`src/rtl/alu_seq_pkg.sv`:
```
// Shared definitions for the ALU sequencer: FSM state codes, ALU op-codes and default width.
// Optional SETTLE state is enabled by defining ALU_SEQ_SETTLE_EN.
package alu_seq_pkg;

  localparam int unsigned DATA_W_DEFAULT = 16;

  // ALU select codes passed straight through to the ALU
  localparam logic [2:0] ADD   = 3'd0;
  localparam logic [2:0] SUB   = 3'd1;
  localparam logic [2:0] NOT_A = 3'd5;
  localparam logic [2:0] OP7   = 3'd7;

  // Sequencer FSM encoding
  typedef logic [1:0] state_t;
  localparam state_t StIdle   = 2'd0;
  localparam state_t StDrive  = 2'd1;
`ifdef ALU_SEQ_SETTLE_EN
  localparam state_t StSettle = 2'd2;
`endif
  localparam state_t StHold   = 2'd3;

endpackage

```
`src/rtl/alu_seq_if.sv`:
```
// Request/result handshake bundle between a requester and the ALU sequencer.
// The master is the requester/consumer; the slave is the sequencer.
interface alu_seq_if #(
  parameter int unsigned DATA_W = 16
);
  logic              cmd_valid;
  logic              cmd_ready;
  logic [2:0]        cmd_op;
  logic              cmd_use_carry;
  logic [DATA_W-1:0] cmd_a;
  logic [DATA_W-1:0] cmd_b;
  logic              res_valid;
  logic              res_ready;
  logic [DATA_W-1:0] res_data;
  logic              res_carry;
  logic              res_zero;
  logic              flag_carry;
  logic              flag_zero;

  modport master (
    output cmd_valid, cmd_op, cmd_use_carry, cmd_a, cmd_b, res_ready,
    input  cmd_ready, res_valid, res_data, res_carry, res_zero, flag_carry, flag_zero
  );

  modport slave (
    input  cmd_valid, cmd_op, cmd_use_carry, cmd_a, cmd_b, res_ready,
    output cmd_ready, res_valid, res_data, res_carry, res_zero, flag_carry, flag_zero
  );
endinterface

```
`src/rtl/alu_seq_flags.sv`:
```
// Capture register for the ALU result and flags; the sticky flags live here too so they
// only ever change on a capture edge or on reset.
module alu_seq_flags #(
  parameter int unsigned DATA_W = 16
) (
  input  logic              clk,
  input  logic              reset_n,
  input  logic              capture,
  input  logic [DATA_W-1:0] data,
  input  logic              carry,
  input  logic              zero,
  output logic [DATA_W-1:0] res_data,
  output logic              res_carry,
  output logic              res_zero,
  output logic              flag_carry,
  output logic              flag_zero
);

  // Load result and flags together on capture; async clear abandons any result
  always_ff @(posedge clk or negedge reset_n) begin
    if (!reset_n) begin
      res_data   <= '0;
      res_carry  <= 1'b0;
      res_zero   <= 1'b0;
      flag_carry <= 1'b0;
      flag_zero  <= 1'b0;
    end else if (capture) begin
      res_data   <= data;
      res_carry  <= carry;
      res_zero   <= zero;
      flag_carry <= carry;
      flag_zero  <= zero;
    end
  end

endmodule

```
`src/rtl/alu_sequencer.sv`:
```
// Sequencer wrapped around a 16-bit tri-state-output ALU: accepts one request, drives the ALU
// for one cycle (two when ALU_SEQ_SETTLE_EN is defined), captures result and flags, then
// offers the result on a valid/ready handshake. Requests are not pipelined.
module alu_sequencer
  import alu_seq_pkg::*;
#(
  parameter int unsigned DATA_W = DATA_W_DEFAULT
) (
  input  logic              clk,
  input  logic              reset_n,
  alu_seq_if.slave          bus,
  output logic [DATA_W-1:0] alu_in_1,
  output logic [DATA_W-1:0] alu_in_2,
  output logic [2:0]        alu_select,
  output logic              alu_carry_in,
  output logic              alu_enable,
  input  logic [DATA_W-1:0] alu_data,
  input  logic              alu_carry_out,
  input  logic              alu_zero_flag
);

  state_t            state_q, state_d;
  logic [DATA_W-1:0] a_q, b_q;
  logic [2:0]        op_q;
  logic              cin_q;
  logic              accept;
  logic              capture;
  logic              flag_carry;
  logic [DATA_W-1:0] res_data;
  logic              res_carry, res_zero, flag_zero;

  assign accept = bus.cmd_valid && (state_q == StIdle);

`ifdef ALU_SEQ_SETTLE_EN
  assign capture    = (state_q == StSettle);
  assign alu_enable = (state_q == StDrive) || (state_q == StSettle);
`else
  assign capture    = (state_q == StDrive);
  assign alu_enable = (state_q == StDrive);
`endif

  // Next-state logic
  always_comb begin
    state_d = state_q;
    unique case (state_q)
      StIdle:   if (bus.cmd_valid) state_d = StDrive;
`ifdef ALU_SEQ_SETTLE_EN
      StDrive:  state_d = StSettle;
      StSettle: state_d = StHold;
`else
      StDrive:  state_d = StHold;
`endif
      StHold:   if (bus.res_ready) state_d = StIdle;
      default:  state_d = StIdle;
    endcase
  end

  // State register; async reset drops alu_enable without waiting for a clock
  always_ff @(posedge clk or negedge reset_n) begin
    if (!reset_n) state_q <= StIdle;
    else          state_q <= state_d;
  end

  // Operand registers: loaded on accept, held while enabled, zeroed at the capture edge
  always_ff @(posedge clk or negedge reset_n) begin
    if (!reset_n) begin
      a_q   <= '0;
      b_q   <= '0;
      op_q  <= 3'd0;
      cin_q <= 1'b0;
    end else if (accept) begin
      a_q   <= bus.cmd_a;
      b_q   <= bus.cmd_b;
      op_q  <= bus.cmd_op;
      cin_q <= bus.cmd_use_carry & flag_carry;
    end else if (capture) begin
      a_q   <= '0;
      b_q   <= '0;
      op_q  <= 3'd0;
      cin_q <= 1'b0;
    end
  end

  assign alu_in_1     = a_q;
  assign alu_in_2     = b_q;
  assign alu_select   = op_q;
  assign alu_carry_in = cin_q;

  // alu_data is only sampled here, and capture is only true while alu_enable is high
  alu_seq_flags #(
    .DATA_W(DATA_W)
  ) u_flags (
    .clk       (clk),
    .reset_n   (reset_n),
    .capture   (capture),
    .data      (alu_data),
    .carry     (alu_carry_out),
    .zero      (alu_zero_flag),
    .res_data  (res_data),
    .res_carry (res_carry),
    .res_zero  (res_zero),
    .flag_carry(flag_carry),
    .flag_zero (flag_zero)
  );

  assign bus.cmd_ready  = (state_q == StIdle);
  assign bus.res_valid  = (state_q == StHold);
  assign bus.res_data   = res_data;
  assign bus.res_carry  = res_carry;
  assign bus.res_zero   = res_zero;
  assign bus.flag_carry = flag_carry;
  assign bus.flag_zero  = flag_zero;

endmodule

```
`src/flat_wrapper.sv`:
```
// flat-port wrapper written by rule: the top's interface ports become plain ports
module alu_sequencer_flat import alu_seq_pkg::*;
#(
  parameter int unsigned DATA_W = DATA_W_DEFAULT
)
  (clk, reset_n, alu_in_1, alu_in_2, alu_select, alu_carry_in, alu_enable, alu_data, alu_carry_out, alu_zero_flag, bus_cmd_valid, bus_cmd_op, bus_cmd_use_carry, bus_cmd_a, bus_cmd_b, bus_res_ready, bus_cmd_ready, bus_res_valid, bus_res_data, bus_res_carry, bus_res_zero, bus_flag_carry, bus_flag_zero);
  alu_seq_if #(.DATA_W(DATA_W)) bus_i ();
  input  logic clk;
  input  logic reset_n;
  output logic [DATA_W-1:0] alu_in_1;
  output logic [DATA_W-1:0] alu_in_2;
  output logic [2:0] alu_select;
  output logic alu_carry_in;
  output logic alu_enable;
  input  logic [DATA_W-1:0] alu_data;
  input  logic alu_carry_out;
  input  logic alu_zero_flag;
  input wire logic [$bits(bus_i.cmd_valid)-1:0] bus_cmd_valid;
  input wire logic [$bits(bus_i.cmd_op)-1:0] bus_cmd_op;
  input wire logic [$bits(bus_i.cmd_use_carry)-1:0] bus_cmd_use_carry;
  input wire logic [$bits(bus_i.cmd_a)-1:0] bus_cmd_a;
  input wire logic [$bits(bus_i.cmd_b)-1:0] bus_cmd_b;
  input wire logic [$bits(bus_i.res_ready)-1:0] bus_res_ready;
  output wire logic [$bits(bus_i.cmd_ready)-1:0] bus_cmd_ready;
  output wire logic [$bits(bus_i.res_valid)-1:0] bus_res_valid;
  output wire logic [$bits(bus_i.res_data)-1:0] bus_res_data;
  output wire logic [$bits(bus_i.res_carry)-1:0] bus_res_carry;
  output wire logic [$bits(bus_i.res_zero)-1:0] bus_res_zero;
  output wire logic [$bits(bus_i.flag_carry)-1:0] bus_flag_carry;
  output wire logic [$bits(bus_i.flag_zero)-1:0] bus_flag_zero;
  assign bus_i.cmd_valid = bus_cmd_valid;
  assign bus_i.cmd_op = bus_cmd_op;
  assign bus_i.cmd_use_carry = bus_cmd_use_carry;
  assign bus_i.cmd_a = bus_cmd_a;
  assign bus_i.cmd_b = bus_cmd_b;
  assign bus_i.res_ready = bus_res_ready;
  assign bus_cmd_ready = bus_i.cmd_ready;
  assign bus_res_valid = bus_i.res_valid;
  assign bus_res_data = bus_i.res_data;
  assign bus_res_carry = bus_i.res_carry;
  assign bus_res_zero = bus_i.res_zero;
  assign bus_flag_carry = bus_i.flag_carry;
  assign bus_flag_zero = bus_i.flag_zero;
  alu_sequencer #(.DATA_W(DATA_W)) u_core (.clk(clk), .reset_n(reset_n), .bus(bus_i), .alu_in_1(alu_in_1), .alu_in_2(alu_in_2), .alu_select(alu_select), .alu_carry_in(alu_carry_in), .alu_enable(alu_enable), .alu_data(alu_data), .alu_carry_out(alu_carry_out), .alu_zero_flag(alu_zero_flag));
endmodule
```
`config.mk`:
```
export PLATFORM = sky130hd
export DESIGN_NAME = alu_sequencer_flat
export DESIGN_NICKNAME = d
export VERILOG_FILES = /design/src/rtl/alu_seq_pkg.sv /design/src/rtl/alu_seq_if.sv /design/src/rtl/alu_seq_flags.sv /design/src/rtl/alu_sequencer.sv /design/src/flat_wrapper.sv
export SDC_FILE = /design/constraint.sdc
export NUM_CORES = 1
export LEC_CHECK = 0
export ABC_AREA = 1
export CORE_MARGIN = 8
export CORE_UTILIZATION = 44
export CTS_BUF_LIST = sky130_fd_sc_hd__clkbuf_8
export DETAILED_ROUTE_END_ITERATION = 8
export HOLD_SLACK_MARGIN = 0.12
export PLACE_DENSITY = 0.87
export SLEW_MARGIN = 20
export SYNTH_ARGS = -nofsm -noshare
export SYNTH_HDL_FRONTEND = slang
export SYNTH_SLANG_ARGS = --single-unit
```
`constraint.sdc`:
```
create_clock -name clk -period 2.55 [get_ports clk]
set_clock_uncertainty 0.15 [all_clocks]
set_input_delay 0.6375 -clock clk [delete_from_list [all_inputs] [get_ports clk]]
set_output_delay 0.6375 -clock clk [all_outputs]
set_load 0.03 [all_outputs]
```
Yosys cells after proc, flatten, opt, wreduce, memory -nomap -nowiden
Cells that the tools add are included.
Cells by class
  equality and inequality tests: 4
  muxes and demuxes: 10
  bitwise logic cells: 1
  reductions and logical operators: 4
Operators with widths (count)
  two-way mux 16 bit: 3
  two-way mux 3 bit: 2
  case mux 2 bit (3 select lines): 1
  two-way mux 2 bit: 2
  inequality test 2 bit (second input constant): 2
  equality test 2 x 1 -> 1 bit (second input constant): 1
  equality test 2 bit (second input constant): 1
  zero test 2 bit: 1
  two-way mux 1 bit: 2
  AND reduction 2 bit: 1
  nonzero test 2 bit: 1
  AND 1 bit: 1
  logical AND 1 bit: 1
Word-level totals
  bits in registers: 56
  output and inout port bits: 59
  logic and storage cells: 27

Longest topological paths before layout
  depth in word-level cells: 3
  mapped depth: 6
  mapped depth without buffers: 5

By module
From an unflattened synthesis, not the netlist that was laid out.
Second synthesis, totals
  cells, all modules: 251
  area total of the unflattened synthesis: 2341.0 um2
Modules (own cells, without submodules)
  alu_sequencer: instances 1, cells an instance 173, area each 1615.3 um2
  alu_seq_flags: instances 1, cells an instance 78, area each 725.7 um2

Worst setup path after synthesis
OpenSTA, ideal clock, no wires.
  path kind: register to output
  start: register u_core.state_q[0]
  end: output bus_cmd_ready
  arrival time: 876 ps
  required time: 1762 ps
  path slack: 887 ps
  cell stages (with the launch flop): 3
  cells stage by stage: dfrtp_1 > nor2_4 > buf_2
Between the ends
  longest elaborated chain between the ends: 1
RTL lines
  start, declared: RTL line alu_sequencer.sv:22  | state_t state_q, state_d;
  start signal, assigned: RTL line alu_sequencer.sv:60  | if (!reset_n) state_q <= StIdle;
  start signal, assigned: RTL line alu_sequencer.sv:61  | else state_q <= state_d;
  zero test 2 bit: RTL line alu_sequencer.sv:106  | assign bus.cmd_ready = (state_q == StIdle);
  end, declared: RTL line flat_wrapper.sv:24  | output wire logic [$bits(bus_i.cmd_ready)-1:0] bus_cmd_ready;
Every way passes these cells.

Final worst setup path
  start: register u_core.state_q[1]
  end: output bus_res_valid
Between the ends
  longest elaborated chain between the ends: 1
RTL lines
  equality test 2 bit: RTL line alu_sequencer.sv:107  | assign bus.res_valid = (state_q == StHold);
  end, declared: RTL line flat_wrapper.sv:25  | output wire logic [$bits(bus_i.res_valid)-1:0] bus_res_valid;
Every way passes these cells.

==> reports/results.ini <==
[synth]
synth.distinct_cells=11
yosysTopAreaCell=dfrtp_1
synthesis.nets=308
synthCells=250
avgSynthCellArea_um2=9.21
synth_area_leaders=dfrtp_1 (61%), nand3_1 (16%), nand2_1 (15%)
ys_ff_latch=56
synth_seq_area_share_pct=60.8
syn-cell-area_um2=2300
yosysWarnings=0
synth_top_area_share_pct=60.8

[finish]
drive_gt1_share_pct=5.83
final_common_cell=clkdlybuf4s50_1
fillCellCount=428
layout_common_cells=clkdlybuf4s50_1 (113), nand2_1 (94), nand3_1 (73), dfrtp_1 (56), clkbuf_8 (6)
syn_to_final_growth_pct=54.4
multiInputGateArea_um2=742
insertedDiodeCount=0
regArea_um2=1400
layout.nets=417

[sta]
maxSlewHeadroom_pct=63.4
period_share_pct=91.7
rsz0062_at_grt=false
setup_viol=0
hold_viol_final=0
fmax_ghz=0.428
fin_hold_ws_ns=0.172
maxSlewViolCount=0
tns_ns=0
fin_crit_ns=2.34
worst_pin_slew_ns=0.549

[floorplan]
die-area_um2=7810
fp-row-count=26
fp.coreArea_um2=5070
die_width_um=88.4
die_y_um=88.4
ioPinCount=117
start_util_pct=45.4

[setup_path]
max_stage_delay_ns=0.67
cp-endpoint=bus_res_valid
cp.required_ns=1.76
setup.worst_path.start_class=flip-flop
reg2reg_from=u_core.state_q[1]$_DFFE_PN0P_
cp_max_fo=3
crit_type=flip-flop to output port
crit_arrival_ns=1.55
worst_r2r_endpoint=u_core.alu_in_1[5]$_DFFE_PN0P_
r2r_cells=5
slowest_stage=clkdlybuf4s50_1
r2r_slack_ns=1.03
cp_cell_sequence=nand2_1 > inv_1 > clkdlybuf4s50_1
endpoint_kind=output port
cp-startpoint=u_core.state_q[1]$_DFFE_PN0P_

[detailed_routing]
routed_wl_um=6740
wl_per_cell_um=15.7
viasPerCell=4.95
ant_nets=0
via_count=2127
first_iter_violations=106
drc_errors=0
dr.pass1.iters=5

[place]
place_hpwl_um=4800
portBuffers=116
place_congestion=0.722

[clock_network]
cts_made_buffers=5
clkSinkCount=56
clk_path_buf_depth=2
hold_buffers=0
clk_pin_slew_ns=0.10
cts_tree=built
htree_levels=2
cts-resized-gates=0
root_buffer=clkbuf_8
cts_setup_buffers=0
clk_latency_ns=0.30

[power]
p_per_area_nw_per_um2=1230
power_leakage_nw=1.76
irDropWorstVdd_mv=1.02

[run]
cap_violations=0

[global_routing]
antenna_found_initial=0
grt_start_max_net_pins=57
grt_pass1_vias=2213
grt_usage_pct=17.6
grt_pass1_wl_um=10700
gr-total-overflow=0

[worst_hold_path]
min_path_type=primary input to asynchronous set/reset pin

[outcome]
status=completed

worst min path at each step:
stage	from	endpoint	slack [ns]	depth (start not counted)
finish	reset_n	u_core.u_flags.flag_zero$_DFFE_PN0P_	0.17	2
global route	reset_n	u_core.alu_in_1[6]$_DFFE_PN0P_	0.19	2
CTS	reset_n	u_core.alu_in_2[12]$_DFFE_PN0P_	0.18	2
detailed placement	u_core.u_flags.res_data[3]$_DFFE_PN0P_	u_core.u_flags.res_data[3]$_DFFE_PN0P_	0.31	2
global placement	u_core.u_flags.res_data[10]$_DFFE_PN0P_	u_core.u_flags.res_data[10]$_DFFE_PN0P_	0.31	2
floorplan	reset_n	u_core.alu_carry_in$_DFFE_PN0P_	0.19	0
routing by layer:
metal | wire length (um) | vias up | global-route usage (%)
li1 | - | 1022 | -
met1 | 2550 | 1003 | 20.0
met2 | 3420 | 91 | 30.2
met3 | 637 | 11 | 5.76
met4 | 125 | 0 | 6.14
met5 | 0 | - | 0
area by class of cell:
class	instances	share of cell area, %
Inverter	5	0.528
Tap cell	70	2.46
Multi-Input combinational cell	170	20.9
Clock inverter	2	0.281
Clock buffer	6	2.32
Timing Repair Buffer	121	34.1
Sequential cell	56	39.4
critical path, delay by kind of cell (launching register included):
kind	cells	cell delay, ns
AND/OR/NAND/NOR	1	0.07
buffers and inverters	2	0.74
flip-flops	1	0.44
flip-flops by register name, indices dropped and copies added, names as in the netlist:
signal                     flops
u_core.u_flags.flag_carry      1
u_core.u_flags.res_data       16
u_core.alu_carry_in            1
u_core.alu_in_1               16
u_core.alu_select              3
u_core.state_q                 2
u_core.alu_in_2               16
u_core.u_flags.flag_zero       1
cell usage after synthesis:
cell type,count
clkbuf_1,2
nor2_4,1
nand2_2,2
nand3_1,73
inv_2,2
inv_1,3
nand2_1,94
buf_4,7
buf_2,5
buf_6,5
dfrtp_1,56
power by group:
group	switching, mW	internal [mW]
combinational	1.52	0.925
sequential	0.210	1.23
clock	0.272	0.218
logic make-up (layout without fill, tap and decap cells):
group,count (synthesis),count (layout),synth area share [%]
DFF,56,56,60.8
and+or+nand+nor,170,170,32.2
buffers and inverters,24,134,6.95
per-stage QoR:
step | util (%) | power, mW | setup slack (ns) | instance area (um^2) | cells
after floorplan | - | 2.97 | 0.887 | 2300 | 250
after global placement | 68.2 | 3.87 | 0.528 | 3460 | 422
after detailed placement | 68.2 | 3.94 | 0.486 | 3460 | 422
after global routing | 70.1 | 4.66 | 0.132 | 3560 | 430
after CTS | 70.1 | 4.43 | 0.200 | 3560 | 430
final | 70.1 | 4.38 | 0.213 | 3560 | 430
Power figures use the tool's default switching activity.
==> RTL edit 1: new RTL, same flow settings <==
Make the reset (`reset_n`) synchronous in 3 clocked blocks. Comments in the files are not updated.
--- a/src/rtl/alu_seq_flags.sv
+++ b/src/rtl/alu_seq_flags.sv
@@ -18,5 +18,5 @@
 
   // Load result and flags together on capture; async clear abandons any result
-  always_ff @(posedge clk or negedge reset_n) begin
+  always_ff @(posedge clk) begin
     if (!reset_n) begin
       res_data   <= '0;
--- a/src/rtl/alu_sequencer.sv
+++ b/src/rtl/alu_sequencer.sv
@@ -57,5 +57,5 @@
 
   // State register; async reset drops alu_enable without waiting for a clock
-  always_ff @(posedge clk or negedge reset_n) begin
+  always_ff @(posedge clk) begin
     if (!reset_n) state_q <= StIdle;
     else          state_q <= state_d;
@@ -63,5 +63,5 @@
 
   // Operand registers: loaded on accept, held while enabled, zeroed at the capture edge
-  always_ff @(posedge clk or negedge reset_n) begin
+  always_ff @(posedge clk) begin
     if (!reset_n) begin
       a_q   <= '0;
Formal check against the unedited RTL: differs if reset_n is asserted again (counterexample within 4 cycles, from zero or initial values and one cycle with reset_n low); with reset_n held inactive, the same outputs for 10 cycles.
==> RTL edit 1 against the original RTL <==
Worst setup slack lost 48 ps. First-iteration DRC count shrank 14%. Sequential cell count is the same. Count of clock-buffer cells in the layout shrank 1. Global-route usage shrank 0.15 points. Area after synthesis shrank 5.1%. Final area shrank 4.7%. Via count grew 1.7%. Sequential share of layout area shrank 6.3 points. Routed wire length shrank 2.3%. Synthesized cell count grew 3.2%. Largest cell class is now buffers.
Power is not compared: it rests on default switching activity, and its combinational part moved more than twofold at a synthesized area within 25%.
==> RTL edit 1: results (changes against the original RTL) <==
met2 Track Usage GR=28.9% (was 30.2%); status=completed (unchanged); critical path startpoint=u_core.state_q[0] (was u_core.state_q[1]); largest net degree at the start of global routing=55 (was 57); Place WS=477 ps (was 486 ps); fraction of registers with async set/reset=0% (was 100%); Placed Area=3280 sq um (was 3460 sq um); iteration count of the initial detailed-routing pass=4 (was 5); Reg2Reg Depth=4 (was 5); routed vias/inst=5.03 (was 4.95); CP Max Fanout=4 (was 3); met2 routed WL=3210 microns (was 3420 microns); routed length per instance=15.3 microns (was 15.7 microns); worst r2r src=u_core.state_q[1] (unchanged); DRT iter0 DRCs=91 (was 106); Fillers=407 (was 428); global-route wire length before repair=10600 microns (was 10700 microns); All-Layer GR Usage=17.5% (was 17.6%); Unique masters post-synth=18 (was 11); reg-to-reg endpoint=u_core.alu_in_2[10] (was u_core.alu_in_1[5]); met1 wire length=2780 microns (was 2550 microns); commonest cells in the synthesized netlist=nand3_1 (69), dfxtp_1 (56), nor2_1 (39), a21oi_1 (37), o21ai_0 (18) (was nand2_1 (94), nand3_1 (73), dfrtp_1 (56), buf_4 (7)); ys flop type=dfxtp_1 (was dfrtp_1); vias in the first global route=2126 (was 2213); RD Place Congestion=0.722 (about the same); # nets final=420 (was 417); Worst Path Arrival=1600 ps (was 1550 ps); syn nets=316 (was 308); final WL=6580 microns (was 6740 microns); Fin Hold WS=333 ps (was 172 ps); Slew HR=64.1% (was 63.4%); routed wl met3=497 microns (was 637 microns)
[RTL edit 1: cell types whose count changed in the layout (fill, tap and decap cells not counted), moves of 2 or more]
cell	before	now
nand3_2	0	3
buf_4	5	7
nand2_4	0	2
nor2_1	0	39
nand3_1	73	69
dfxtp_1	0	56
a21oi_1	0	37
o21ai_0	0	18
dfrtp_1	56	0
nand2_2	2	0
nand2_1	94	2
[RTL edit 1: critical path: stages (launching register included)]
cell	delay, ps
dfxtp_1	480
nand2_1	90
inv_1	60
clkdlybuf4s50_1	670
[RTL edit 1: layout make-up]
| class | instances | area [sq um] | share of cell area (%) |
|---|---|---|---|
| clock buffer | 5 | 68.8 | 2.03 |
| clock inverter | 3 | 38.8 | 1.14 |
| inverter | 5 | 18.8 | 0.554 |
| multi-input combinational | 172 | 845 | 24.9 |
| sequential | 56 | 1120 | 33.1 |
| tap | 67 | 83.8 | 2.47 |
| timing repair buffer | 122 | 1210 | 35.8 |
==> RTL edit 2: new RTL, config.mk and constraints unchanged <==
Made on the original files. Change the package constant `DATA_W_DEFAULT` from 16 to 18.
--- a/src/rtl/alu_seq_pkg.sv
+++ b/src/rtl/alu_seq_pkg.sv
@@ -3,5 +3,5 @@
 package alu_seq_pkg;
 
-  localparam int unsigned DATA_W_DEFAULT = 16;
+  localparam int unsigned DATA_W_DEFAULT = 18;
 
   // ALU select codes passed straight through to the ALU
Interface: changed (6 resized); port bits go from 117 to 129. No check against the original RTL was run, so the function may have changed too.
==> RTL edit 2 against the original RTL <==
Routed wire length increased by 12%. Hold slack lost 41 ps. Worst setup slack better by 16 ps. Largest cell class unchanged. Total power rose by 13%. Highest routed layer unchanged. Sequential power rose by 11%. Maximum frequency grew 0.70%. Area after synthesis rose by 8.6%. Sequential cell count is 6 higher. Final area is 11% higher.
==> RTL edit 2: results (changes against the original RTL) <==
Non-clk bufs=136 (was 121); placed cells=463 (was 422); Fillers=434 (was 428); ClkCell Share=3.77% (was 2.60%); met1 wire length=3190 microns (was 2550 microns); sequential share of the synthesized area=62.0% (was 60.8%); met2 Track Usage GR=27.4% (was 30.2%); combined flip-flop and latch cell area=1550 sq um (was 1400 sq um); #MultiIn Comb=188 (was 170); DRT iter0 DRCs=141 (was 106); R2R Setup Slk=1010 ps (was 1030 ps); Slew @ Worst Pin=619 ps (was 549 ps); routed wl met3=684 microns (was 637 microns); largest net degree at the start of global routing=63 (was 57); global-route wire length before repair=12400 microns (was 10700 microns); commonest cells in the synthesized netlist=nand2_1 (105), nand3_1 (81), dfrtp_1 (62), buf_2 (20), inv_1 (3) (was nand2_1 (94), nand3_1 (73), dfrtp_1 (56), buf_4 (7)); Worst Path Arrival=1530 ps (was 1550 ps); clk_buf instances=9 (was 6); All-Layer GR Usage=18.1% (was 17.6%); vias in the first global route=2484 (was 2213); RD Place Congestion=0.758 (was 0.722); met2 routed WL=3490 microns (was 3420 microns); Signal buf overhead=33.7% (was 34.1%); fin crit share=91.0% (was 91.7%); leakage=1.97 nW (was 1.76 nW); status=completed (unchanged); final WL=7540 microns (was 6740 microns); Seq cells=62 (was 56); routing usage on met1=21.6% (was 20.0%); multi-input logic portion of the cell area=20.5% (was 20.9%); Worst-Skew Late Latency=320 ps (was 300 ps)
[RTL edit 2: changes by cell type in the layout (fill, tap and decap cells not counted), moves of 2 or more]
| cell | change |
|---|---|
| dfrtp_1 | +6 |
| nand3_1 | +8 |
| clkbuf_8 | +3 |
| buf_4 | +5 |
| inv_1 | +4 |
| buf_12 | -2 |
| clkdlybuf4s50_1 | +12 |
| nand2_1 | +11 |
[RTL edit 2: cells by family after synthesis]
| family | count (synthesis) |
|---|---|
| buf+inv | 28 |
| flops | 62 |
| simple gates | 188 |
[RTL edit 2: per-stage QoR]
stage | power [mW] | cell area, sq um | util (%)
3_5_place_dp | 4.31 | 3800 | 69.1
2_1_floorplan | 3.18 | 2500 | -
3_3_place_gp | 4.26 | 3800 | 69.1
5_1_grt | 5.26 | 3950 | 71.8
4_1_cts | 5.00 | 3950 | 71.8
6_report | 4.95 | 3950 | 71.8
